$ cat config.mk
export PLATFORM = sky130hd
export DESIGN_NAME = clock_seg_disp
export DESIGN_NICKNAME = d
export VERILOG_FILES = /design/src/rtl/clock_disp_pkg.sv /design/src/rtl/bin2bcd_6b.sv /design/src/rtl/clock_seg_disp.sv
export SDC_FILE = /design/constraint.sdc
export NUM_CORES = 1
export LEC_CHECK = 0
export ABC_AREA = 1
export BUFFER_PORTS_ARGS = -buffer_cell sky130_fd_sc_hd__buf_2
export CORE_ASPECT_RATIO = 0.8
export CORE_MARGIN = 2
export CORE_UTILIZATION = 61
export CTS_CLUSTER_DIAMETER = 60
export CTS_CLUSTER_SIZE = 25
export DETAILED_ROUTE_END_ITERATION = 10
export GPL_TIMING_DRIVEN = 0
export PLACE_DENSITY = 0.81
export SLEW_MARGIN = 20
export SYNTH_ARGS = -nofsm -noshare
export SYNTH_HDL_FRONTEND = slang
export SYNTH_HIERARCHICAL = 1
export SYNTH_SLANG_ARGS = --single-unit
$ cat constraint.sdc
create_clock -name clk -period 3.1 [get_ports clk]
set_input_delay 0 -clock clk [delete_from_list [all_inputs] [get_ports clk]]
set_output_delay 0 -clock clk [all_outputs]
set_load 0.03 [all_outputs]
$ cat src/rtl/clock_disp_pkg.sv
// rtl/clock_disp_pkg.sv - shared constants, 7-segment font and range limits for the clock display.
package clock_disp_pkg;

    localparam int          DIG_NUM    = 6;
    localparam logic [7:0]  SEG_OFF    = 8'hFF;
    localparam logic [5:0]  SEL_OFF    = 6'h3F;
    localparam logic [5:0]  HOUR_MAX   = 6'd23;
    localparam logic [5:0]  MINSEC_MAX = 6'd59;

    // Active-low g..a with dp off; FONT[n] is the glyph for decimal digit n.
    localparam logic [9:0][7:0] FONT = {8'h90, 8'h80, 8'hF8, 8'h82, 8'h92,
                                        8'h99, 8'hB0, 8'hA4, 8'hF9, 8'hC0};

    function automatic logic [7:0] font(input logic [3:0] d);
        font = (d < 4'd10) ? FONT[d] : SEG_OFF;
    endfunction

endpackage

$ cat src/rtl/bin2bcd_6b.sv
// rtl/bin2bcd_6b.sv - combinational 6-bit binary to two BCD digits by compare/subtract.
module bin2bcd_6b (
    input  logic [5:0] bin,
    output logic [3:0] tens,
    output logic [3:0] units
);

    logic [5:0] rem;

    always_comb begin
        tens = 4'd0;
        rem  = bin;
        if (bin >= 6'd60) begin
            tens = 4'd6;
            rem  = bin - 6'd60;
        end else if (bin >= 6'd50) begin
            tens = 4'd5;
            rem  = bin - 6'd50;
        end else if (bin >= 6'd40) begin
            tens = 4'd4;
            rem  = bin - 6'd40;
        end else if (bin >= 6'd30) begin
            tens = 4'd3;
            rem  = bin - 6'd30;
        end else if (bin >= 6'd20) begin
            tens = 4'd2;
            rem  = bin - 6'd20;
        end else if (bin >= 6'd10) begin
            tens = 4'd1;
            rem  = bin - 6'd10;
        end
        units = 4'(rem);
    end

endmodule

$ cat src/rtl/clock_seg_disp.sv
// rtl/clock_seg_disp.sv - HH MM SS multiplexed common-anode 7-segment driver with slot blanking.
// Optional CLOCK_SEG_DISP_DP_BLINK_EN toggles the dp on digits 1 and 3 per accepted second.
import clock_disp_pkg::*;

module clock_seg_disp #(
    parameter int CLK_FREQ  = 50_000_000,
    parameter int SCAN_HZ   = 1_000,
    parameter int BLANK_CYC = 8
) (
    input  logic       clk,
    input  logic       rst,
    input  logic [5:0] hour,
    input  logic [5:0] minu,
    input  logic [5:0] seco,
    input  logic       hour_vld,
    input  logic       minu_vld,
    input  logic       seco_vld,
    output logic [7:0] seg,
    output logic [5:0] sel
);

    localparam int SLOT_CYC = CLK_FREQ / SCAN_HZ;
    localparam int CNT_W    = (SLOT_CYC > 1) ? $clog2(SLOT_CYC) : 1;
    localparam logic [CNT_W-1:0] SLOT_LAST = CNT_W'(SLOT_CYC - 1);
    localparam logic [CNT_W-1:0] BLANK_END = CNT_W'(BLANK_CYC);
    localparam logic [2:0]       DIG_LAST  = 3'(DIG_NUM - 1);

    logic [5:0]       hour_r, minu_r, seco_r;
    logic [CNT_W-1:0] slot_cnt;
    logic [2:0]       dig_idx;
    logic [3:0]       hour_t, hour_u, minu_t, minu_u, seco_t, seco_u;
    logic [3:0]       digit;
    logic [7:0]       seg_nxt;
    logic [5:0]       sel_nxt;

    // Out-of-range values are dropped so the display never shows an impossible time.
    always_ff @(posedge clk or posedge rst) begin
        if (rst) begin
            hour_r <= '0;
            minu_r <= '0;
            seco_r <= '0;
        end else begin
            if (hour_vld && (hour <= HOUR_MAX))   hour_r <= hour;
            if (minu_vld && (minu <= MINSEC_MAX)) minu_r <= minu;
            if (seco_vld && (seco <= MINSEC_MAX)) seco_r <= seco;
        end
    end

`ifdef CLOCK_SEG_DISP_DP_BLINK_EN
    logic dp_state;

    always_ff @(posedge clk or posedge rst) begin
        if (rst)
            dp_state <= 1'b0;
        else if (seco_vld && (seco <= MINSEC_MAX))
            dp_state <= ~dp_state;
    end
`endif

    always_ff @(posedge clk or posedge rst) begin
        if (rst) begin
            slot_cnt <= '0;
            dig_idx  <= '0;
        end else if (slot_cnt == SLOT_LAST) begin
            slot_cnt <= '0;
            dig_idx  <= (dig_idx == DIG_LAST) ? 3'd0 : dig_idx + 3'd1;
        end else begin
            slot_cnt <= slot_cnt + 1'b1;
        end
    end

    bin2bcd_6b u_hour_bcd (.bin(hour_r), .tens(hour_t), .units(hour_u));
    bin2bcd_6b u_minu_bcd (.bin(minu_r), .tens(minu_t), .units(minu_u));
    bin2bcd_6b u_seco_bcd (.bin(seco_r), .tens(seco_t), .units(seco_u));

    always_comb begin
        digit = 4'd0;
        case (dig_idx)
            3'd0:    digit = hour_t;
            3'd1:    digit = hour_u;
            3'd2:    digit = minu_t;
            3'd3:    digit = minu_u;
            3'd4:    digit = seco_t;
            3'd5:    digit = seco_u;
            default: digit = 4'd0;
        endcase
    end

    always_comb begin
        seg_nxt = SEG_OFF;
        sel_nxt = SEL_OFF;
        if (slot_cnt >= BLANK_END) begin
            sel_nxt = ~(6'b000001 << dig_idx);
            seg_nxt = font(digit);
`ifdef CLOCK_SEG_DISP_DP_BLINK_EN
            seg_nxt[7] = ((dig_idx == 3'd1) || (dig_idx == 3'd3)) ? ~dp_state : 1'b1;
`endif
        end
    end

    always_ff @(posedge clk or posedge rst) begin
        if (rst) begin
            seg <= SEG_OFF;
            sel <= SEL_OFF;
        end else begin
            seg <= seg_nxt;
            sel <= sel_nxt;
        end
    end

endmodule

==> flow_metrics.env <==
export IMPL_status="completed"
export IMPL_finalPower_mw=1.96
export IMPL_met2_length_um=4640
export IMPL_wl_um=9400
export IMPL_tns_ps=0
export IMPL_grt_max_degree=35
export IMPL_worst_pin_slew_ps=550
export IMPL_initial_core_util_pct=62.5
export IMPL_cts_resized=0
export IMPL_clock_skew_ps=6.92
export IMPL_wl_met3_um=324
export IMPL_fillers=566
export IMPL_cts_setup_buffers=0
export IMPL_syn_area_um2=4260
export IMPL_vias=3917
export IMPL_cts_buffers=5
export IMPL_r2r_slack_ps=290
export IMPL_hold_viol=0
export IMPL_dp_hpwl_um=7010
export IMPL_drt_met1_wl_um=4290
export IMPL_clk_pin_slew_worst_paths_ps=100
export IMPL_cts_root_buf="clkbuf_8"
export IMPL_ys_types=42
export IMPL_grt_pass1_vias=3772
export IMPL_row_count=27
export IMPL_yosysTopAreaCell="dfrtp_1"
export IMPL_worstPathRequired_ps=3340
export IMPL_avgSynthCellArea_um2=7.08
export IMPL_ant_nets=0
export IMPL_clock_sinks=50
export IMPL_startpoint="seco_r[2]"
export IMPL_die_h_um=78.8
export IMPL_clock_latency_ps=310
export IMPL_r2r_start="seco_r[2]"
export IMPL_cts_path_max_buffers=2
export IMPL_postSynth_asyncResetShare_pct=100
export IMPL_syn2layout_area_growth_pct=13.7
export IMPL_switchingPower_mw=0.774
export IMPL_first_pass_iters=5
export IMPL_avgRoutedWirePerCell_um=12.5
export IMPL_setup_viol=0
export IMPL_antennaDiodeCount=0
export IMPL_rr_endpoint="seg[3]"
export IMPL_ir_worst_vdd_mv=0.261
export IMPL_power_frac_clock_pct=21.5
export IMPL_core_area_um2=6820
export IMPL_p_int_mw=1.19
export IMPL_pin_count=37
export IMPL_synth_area_top_cells="dfrtp_1 22%, nand2_1 14%, ha_1 9.4%"
export IMPL_crit_path_start_kind="flip-flop"
export IMPL_grtUsageTotal_pct=25.1
export IMPL_power_density_nw_per_um2=405
export IMPL_synth_top_area_share_pct=21.7
export IMPL_worstSetupPathType="flip-flop to flip-flop"
export IMPL_antenna_found_initial=0
export IMPL_ctsHoldBuffers=18
export IMPL_seqPwrFrac_pct=40.2
export IMPL_fin_crit_sh_pct=90.7
export IMPL_worst_r2r_path_depth=21
export IMPL_yosysSeqAreaShare_pct=29.7
export IMPL_grt_ovfl_total=0
export IMPL_critPathCaptureType="flip-flop"
export IMPL_yosys_warnings=6
export IMPL_arrival_ps=3050
export IMPL_portBuffers=35
export IMPL_fmax_mhz=356
export IMPL_synth_edf_count=0
export IMPL_finalWeightedCongestion=0.950
export IMPL_drc_errors=0
export IMPL_synth_cells=602
export IMPL_layout_min_cycle_time_ps=2810
export IMPL_drive_above_1_share_pct=23.3
export IMPL_p_sw_share_pct=39.4
export IMPL_via_per_inst=5.22
export IMPL_die_area_um2=7680
export IMPL_instances_no_fill=751
export IMPL_maxSlewViolCount=0
export IMPL_combPwrFrac_pct=38.4
export IMPL_grt_pass1_wl_um=16200
export IMPL_min_path_type="primary input to flip-flop"
export IMPL_synthFlopType="dfrtp_1"
export IMPL_ys_seq_elements=50
export IMPL_leakagePower_nw=2.63
export IMPL_tritoncts="done"
export IMPL_syn_nets=657
export IMPL_drt_iter0_markers=172
export IMPL_htreeDepth=2
export IMPL_max_slew_margin_rel_pct=63.1
export IMPL_maxCapViolCount=0
export IMPL_top_layer="met4"
export IMPL_rsz0062_at_grt="no"
export IMPL_dp_cells=725
export IMPL_final_nets=718
export IMPL_cp_endpoint="seg[3]"
export IMPL_die_w_um=97.5
export IMPL_path_max_fanout=8
metrics by stage:
stage | instance area, um^2 | worst slack [ps] | utilization (%) | hold WS [ps]
after detailed placement | 4570 | 334 | 66.9 | 12.7
after CTS | 4850 | 318 | 71.0 | 2.03
after global placement | 4550 | 451 | 66.6 | 203
after floorplan | 4260 | 767 | - | 117
after global routing | 4850 | 17.2 | 71.0 | 19.6
final | 4850 | 288 | 71.0 | 14.7
critical path: stages, from the launching register on:
cell	delay, ps
dfrtp_1	500
inv_1	220
ha_1	180
inv_1	50
a21oi_1	170
nand2_2	110
inv_2	80
nand2_2	40
nand2_1	60
nand2_1	70
nand2_2	70
nand3_1	70
nand2_1	70
nand4_1	110
nand2_1	100
nor2_2	50
nand2_2	110
inv_1	80
ha_1	190
or2_1	240
nand3_1	80
nand2_1	90
flip-flops by register name, summed over array words and instances, names as in the netlist:
signal,flops
dig_idx,3
seco_r,6
sel,6
slot_cnt,16
hour_r,6
seg,7
minu_r,6
power groups by stage:
stage	registers (mW)	logic [mW]	clock network (mW)
global placement	0.796	0.690	0
detailed placement	0.801	0.727	0
global route	0.799	0.846	0.457
CTS	0.789	0.747	0.430
floorplan	0.838	0.514	0
finish	0.788	0.753	0.421
kinds of logic after synthesis:
kind of cell,after synthesis,synth area share (%)
buf+inv,127,13.0
compound gates,67,9.16
flops,50,29.7
simple gates,303,33.9
xor+xnor,9,1.85
fa+ha+maj,32,9.39
other cells,4,0.352
mux,10,2.64
cells in the mapped netlist (6+ instances only):
master,n
a21oi_1,25
buf_4,7
nor2_1,40
nand2_2,21
dfstp_2,13
dfrtp_1,37
buf_6,6
nand3_1,37
xor2_1,6
nand4_1,11
ha_1,32
nor2_2,10
nand3_2,6
o21ai_0,19
inv_2,15
inv_1,97
nand2_1,155
mux2_2,10
o21ai_1,9
nor2_4,6
cells in the final DEF (no fill, tap or decap), types with 2 or more instances in the layout:
master,synthesis,layout
o21ai_0,19,19
dfstp_2,13,13
inv_6,1,2
inv_2,15,16
dlygate4sd3_1,0,18
xnor2_1,3,3
nor2_1,40,40
mux2_2,10,10
clkbuf_8,0,6
nand4_1,11,11
buf_2,0,35
conb_1,4,4
nor3_1,4,4
buf_6,6,6
nand2_2,21,21
nor3_2,2,2
nor2_2,10,10
nor4_1,3,3
a31oi_1,2,2
o21a_2,3,3
a21oi_1,25,25
buf_4,7,7
o21ai_1,9,9
xor2_1,6,6
inv_1,97,96
nor2_4,6,6
ha_1,32,32
nand3_1,37,37
nand3_2,6,6
nand2_1,155,155
a21oi_2,3,3
dfrtp_1,37,37
nand2_4,3,3
area by class of cell:
| cell class | count | area [um^2] | share of cell area [%] |
|---|---|---|---|
| inverter | 114 | 435 | 8.98 |
| buffer | 13 | 120 | 2.48 |
| multi-input combinational | 425 | 2440 | 50.4 |
| tap | 87 | 109 | 2.25 |
| sequential | 50 | 1270 | 26.1 |
| clock buffer | 6 | 82.6 | 1.70 |
| clock inverter | 2 | 16.3 | 0.336 |
| timing repair buffer | 54 | 375 | 7.74 |
worst min-delay path by stage:
| stage | slack, ps | from | to | cells after the start |
|---|---|---|---|---|
| final | 10 | seco[2] | seco_r[2] | 3 |
| after global routing | 20 | seco[2] | seco_r[2] | 3 |
| after CTS | 2 | seco[2] | seco_r[2] | 3 |
| after detailed placement | 10 | rst | minu_r[0] | 2 |
| after global placement | 200 | hour[1] | hour_r[1] | 3 |
| after floorplan | 120 | hour[0] | hour_r[0] | 2 |
routing by layer:
| metal | vias to the layer above | GRT usage (%) |
|---|---|---|
| li1 | 1993 | - |
| met1 | 1828 | 31.8 |
| met2 | 81 | 44.5 |
| met3 | 15 | 4.05 |
| met4 | 0 | 7.92 |
| met5 | - | 0 |
Power figures use the tool's default switching activity.
